## src/rtl/branch_resolve.sv

```systemverilog
// rtl/branch_resolve.sv - two-port branch mispredict resolver with one deferred slot
// Picks the oldest taken branch by ROB age and holds it as a registered redirect request.
module branch_resolve #(
  parameter int ROB_W = 4,
  parameter int CNT_W = 16
) (
  input  logic             clk,
  input  logic             rst_n,
  input  logic             br0_valid_i,
  input  logic             br0_taken_i,
  input  logic [ROB_W-1:0] br0_tag_i,
  input  logic [31:0]      br0_target_i,
  input  logic             br1_valid_i,
  input  logic             br1_taken_i,
  input  logic [ROB_W-1:0] br1_tag_i,
  input  logic [31:0]      br1_target_i,
  input  logic [ROB_W-1:0] rob_head_i,
  input  logic             flush_i,
  output logic             mispredict_o,
  output logic [31:0]      target_pc_o,
  output logic [ROB_W-1:0] recover_tag_o,
  output logic             busy_o,
  output logic [CNT_W-1:0] mp_count_o
);

  localparam logic [1:0] S_IDLE = 2'd0;
  localparam logic [1:0] S_HOLD = 2'd1;
  localparam logic [1:0] S_GAP  = 2'd2;

  logic [1:0]       state_q;
  logic [ROB_W-1:0] pend_tag_q;
  logic [31:0]      pend_tgt_q;
  logic             def_valid_q;
  logic [ROB_W-1:0] def_tag_q;
  logic [31:0]      def_tgt_q;
  logic [CNT_W-1:0] cnt_q;

  logic             c0, c1, pick1;
  logic [ROB_W-1:0] age0, age1, pend_age, def_age;
  logic             best_valid;
  logic [ROB_W-1:0] best_tag, best_age;
  logic [31:0]      best_tgt;
  logic             cand_older, take_def, merge;

  // Ages are distances from the ROB head; unsigned wrap makes older = smaller.
  assign c0       = br0_valid_i & br0_taken_i;
  assign c1       = br1_valid_i & br1_taken_i;
  assign age0     = br0_tag_i - rob_head_i;
  assign age1     = br1_tag_i - rob_head_i;
  assign pend_age = pend_tag_q - rob_head_i;
  assign def_age  = def_tag_q - rob_head_i;

  // Port 0 wins ties, so port 1 only takes over when strictly older.
  assign pick1      = c1 & (~c0 | (age1 < age0));
  assign best_valid = c0 | c1;
  assign best_tag   = pick1 ? br1_tag_i    : br0_tag_i;
  assign best_tgt   = pick1 ? br1_target_i : br0_target_i;
  assign best_age   = pick1 ? age1         : age0;

  // Only the best same-cycle candidate can matter: the other is younger than it.
  assign cand_older = best_valid & (best_age < pend_age);
  assign merge      = cand_older & (~def_valid_q | (best_age < def_age));
  assign take_def   = def_valid_q & (~cand_older | (def_age <= best_age));

  always_ff @(posedge clk or negedge rst_n) begin
    if (!rst_n) begin
      state_q     <= S_IDLE;
      pend_tag_q  <= '0;
      pend_tgt_q  <= '0;
      def_valid_q <= 1'b0;
      def_tag_q   <= '0;
      def_tgt_q   <= '0;
      cnt_q       <= '0;
    end else begin
      case (state_q)
        S_IDLE: begin
          if (best_valid) begin
            pend_tag_q <= best_tag;
            pend_tgt_q <= best_tgt;
            state_q    <= S_HOLD;
            if (cnt_q != '1) cnt_q <= cnt_q + {{(CNT_W-1){1'b0}}, 1'b1};
          end
        end
        S_HOLD: begin
          if (merge) begin
            def_valid_q <= 1'b1;
            def_tag_q   <= best_tag;
            def_tgt_q   <= best_tgt;
          end
          if (flush_i) state_q <= S_GAP;
        end
        S_GAP: begin
          // Whatever is not chosen here is younger than the new pending and gets squashed.
          if (take_def || cand_older) begin
            pend_tag_q  <= take_def ? def_tag_q : best_tag;
            pend_tgt_q  <= take_def ? def_tgt_q : best_tgt;
            def_valid_q <= 1'b0;
            state_q     <= S_HOLD;
            if (cnt_q != '1) cnt_q <= cnt_q + {{(CNT_W-1){1'b0}}, 1'b1};
          end else begin
            state_q <= S_IDLE;
          end
        end
        default: state_q <= S_IDLE;
      endcase
    end
  end

  assign mispredict_o  = (state_q == S_HOLD);
  assign busy_o        = (state_q != S_IDLE);
  assign target_pc_o   = pend_tgt_q;
  assign recover_tag_o = pend_tag_q;
  assign mp_count_o    = cnt_q;

endmodule

```

## config.mk

```make
export PLATFORM = sky130hd
export DESIGN_NAME = branch_resolve
export DESIGN_NICKNAME = d
export VERILOG_FILES = /design/src/rtl/branch_resolve.sv
export SDC_FILE = /design/constraint.sdc
export NUM_CORES = 1
export LEC_CHECK = 0
export CORE_ASPECT_RATIO = 0.75
export CORE_MARGIN = 3
export CORE_UTILIZATION = 49
export DETAILED_ROUTE_END_ITERATION = 8
export HOLD_SLACK_MARGIN = 0.1
export PLACE_DENSITY_LB_ADDON = 0.3
export SYNTH_ARGS = -nofsm -noshare
export SYNTH_HDL_FRONTEND = slang
export SYNTH_SLANG_ARGS = --single-unit
```

## constraint.sdc

```tcl
create_clock -name clk -period 3.3 [get_ports clk]
set_input_delay 0.33 -clock clk [delete_from_list [all_inputs] [get_ports clk]]
set_output_delay 0.33 -clock clk [all_outputs]
set_load 0.01 [all_outputs]
```

==> reports/qor.yml <==
period_minus_slack_ns: 4.53
grt_overflow: 0
path_common_cell: "buf_6"
violations: "setup timing"
synth_fa_ha_area_share_pct: 6.73
syn_area_per_cell_um2: 9.56
slew_headroom_pct: 41.1
yosysWarningCount: 0
fillers: 261
vias: 6136
cts_buffers: 9
htree_num_levels: 3
port_buffers: 136
cts_tree: "built"
r2r_slack_ns: -0.37
worst-path-max-fanout: 8
hold_violations: 0
netlist.area_leader.share_pct: 44.8
synth_top_area_cell: "dfrtp_1"
rsz0062_at_grt: "true"
area_growth_pct: 82.1
drcViolationCount: 0
p_sw_uw: 3620
dpl.hpwl_um: 10100
dieHeight_um: 94.2
worstPathArrival_ns: 4.80
synth_ff_type: "dfrtp_1"
fin_skew_ns: 0.0164
cts_buffer_depth: 2
fin_crit_sh_pct: 137
critical_path_class: "in -> reg"
netlist_top_cells_area: "dfrtp_1 45%, nand3_1 7.6%, mux2i_1 7.3%"
synth-xor-area-share_pct: 5.30
hp-class: "in -> async"
worstMarginPinSlew_ns: 0.884
path_cells: "dlygate4sd2_1, ha_1, a21o_1, a21oi_2, xnor2_2, ha_4, nand3_1, and2_1, o21ai_4, buf_6, mux2i_1, ha_2, inv_2, a21oi_4, nor2_2, a211o_1, o21a_1, buf_4, o211ai_1, buf_6, clkbuf_16, nand2_1, o21ai_2"
power_frac_comb_pct: 62.4
cts.sinks: 91
yosysUniqueCellTypes: 45
grt_max_degree: 66
clk_pin_slew_worst_paths_ns: 0.07
viasPerCell: 6.78
synth_fp_nets: 638
power_frac_seq_pct: 24.5
clk-insertion-delay-late_ns: 0.36
synth_most_common_cell: "dfrtp_1"
ant_nets: 0
cap_viol_max_count: 0
switching_share_pct: 42.8
synth_top_family_by_area: "simple AND/OR/NAND/NOR gates"
final.setup.worst_slack_ns: -1.23
cp-start-kind: "input port"
finalNonFillerCells: 905
nNetsFinal: 875
start_util_pct: 51.3
diodes: 0
power_frac_clock_pct: 13.1
ir_drop_v: 0.000512
fp.dieW_um: 124
num_rows: 31
ys_seq_elements: 91
syn_inst: 531
drt_iter0_drc: 862
setup_viol: 90
p_int_uw: 4840
yosysSeqAreaShare_pct: 44.8
status: "finished, violations left"
dieArea_um2: 11600
synth_commonest_cells: "91 x dfrtp_1, 77 x nand3_1, 76 x nand2_1"
cp-end-kind: "register"
ios: 137
core_area_um2: 9890
ys_async_sr_fraction_pct: 100
antenna_found_initial: 0
synth_mux_area_share_pct: 8.40
grt_pass1_wl_um: 29700
synth_compound_gate_area_share_pct: 9.39
gp_congestion: 0.850
post_drt_wl_per_cell_um: 29.6
synthSimpleGateAreaFrac_pct: 20.4
layout-drive-gt1-share_pct: 39.7
cp.required_ns: 3.57
slowest_delay_ns: 0.40
drt_wl_total_um: 26700
p_leak_uw: 0.00429
power.density_nw_per_um2: 915
first_pass_iters: 6
dp_slack_ns: -1.82
synth_edf_count: 0
cp_slowest_cell: "o211ai_1"
grt_pass1_vias: 5629
finalMaxSlewViolations: 0
cts_root_buf: "clkbuf_16"
synth_area_um2: 5080
track_usage_pct: 33.6
dp.cells: 825
fmax_mhz: 221
==> path summary, 6_finish.rpt <==
path,start,endpoint,depth (start not counted)
worst max-delay path,br0_tag_i[1],def_tgt_q[23],23
worst min-delay path,rst_n,target_pc_o[4],1
worst max register to register,def_tag_q[0],def_tgt_q[23],15
worst min register to register,mp_count_o[9],mp_count_o[9],1
max in group asynchronous,rst_n,def_tgt_q[21],2
min in group clk,br1_tag_i[0],def_tag_q[0],5
==> timing repair <==
action,CTS,global route
endpoints found under the setup margin,90,90
pin swaps,73,27
buffers inserted,27,18
hold buffers,0,0
gates cloned,12,12
gates resized for setup,181,100
==> logic make-up after synthesis <==
group	Yosys count
AND/OR/NAND/NOR	215
flip-flops	91
AO/OA/AOI/OAI	72
adder cells (fa/ha/maj)	25
multiplexers	42
buffers and inverters	57
XOR/XNOR	29
==> per-layer routing <==
layer,share of wire (%),up-vias,track usage [%]
met4,7.3,0,14.5
li1,-,2327,-
met5,0,-,0
met1,34,2927,41.0
met3,13,218,6.86
met2,46,664,57.7
==> power groups by stage <==
| stage | logic, uW | registers, uW | clock network (uW) |
|---|---|---|---|
| 3_5_place_dp | 2920 | 1900 | 0 |
| 6_report | 5270 | 2070 | 1110 |
| 3_3_place_gp | 2790 | 1880 | 0 |
| 2_1_floorplan | 1530 | 1950 | 0 |
| 5_1_grt | 5380 | 2080 | 1140 |
| 4_1_cts | 3950 | 1920 | 1070 |
==> layout make-up <==
cell class	count	area [um2]	area share [%]
tap	132	165	1.79
inverter	27	120	1.30
timing repair buffer	256	2930	31.6
multi-input combinational	383	3450	37.4
sequential	91	2280	24.6
clock inverter	5	61.3	0.663
clock buffer	11	243	2.62
==> registers in the layout, indices dropped and copies added, names as in the netlist <==
name and count:
def_tag_q 4, def_tgt_q 32, def_valid_q 1, mp_count_o 16, recover_tag_o 4, state_q 2, target_pc_o 32
==> worst max-delay path, delay by kind of cell <==
family,cells,cell delay (ns)
AO/OA/AOI/OAI,8,1.70
buffers and inverters,6,1.16
adder cells (fa/ha/maj),3,0.68
AND/OR/NAND/NOR,4,0.49
multiplexers,1,0.22
XOR/XNOR,1,0.19
==> cell usage in the layout (no fill, tap or decap), drive strengths merged, types with 2 or more instances in the layout <==
cell             n
a21o             5
a21oi           11
and2             4
buf            112
bufbuf           2
clkbuf          23
clkdlybuf4s50  128
clkinvlp         4
dfrtp           91
dlygate4sd2      2
fa               4
ha              20
inv             27
mux2             5
mux2i           37
nand2           76
nand3           77
nand4            2
nor2             7
nor3             6
nor4             5
o211ai           4
o21a             3
o21ai           39
or3             35
xnor2           13
xor2            16
==> per-stage QoR <==
stage               total power (uW)  cell area, um2  setup TNS, ns  utilization, %  hold slack (ns)
floorplan                       3490            5270         -76.63               -           0.0344
global placement                4670            7090        -137.25            71.7            0.461
detailed placement              4820            7090        -154.53            71.7            0.471
CTS                             6940            8490         -61.32            85.8            0.106
global route                    8600            9250        -105.95            93.5            0.125
finish                          8460            9250         -95.69            93.5           0.0706
No activity file was read; power rests on OpenSTA's default activity.
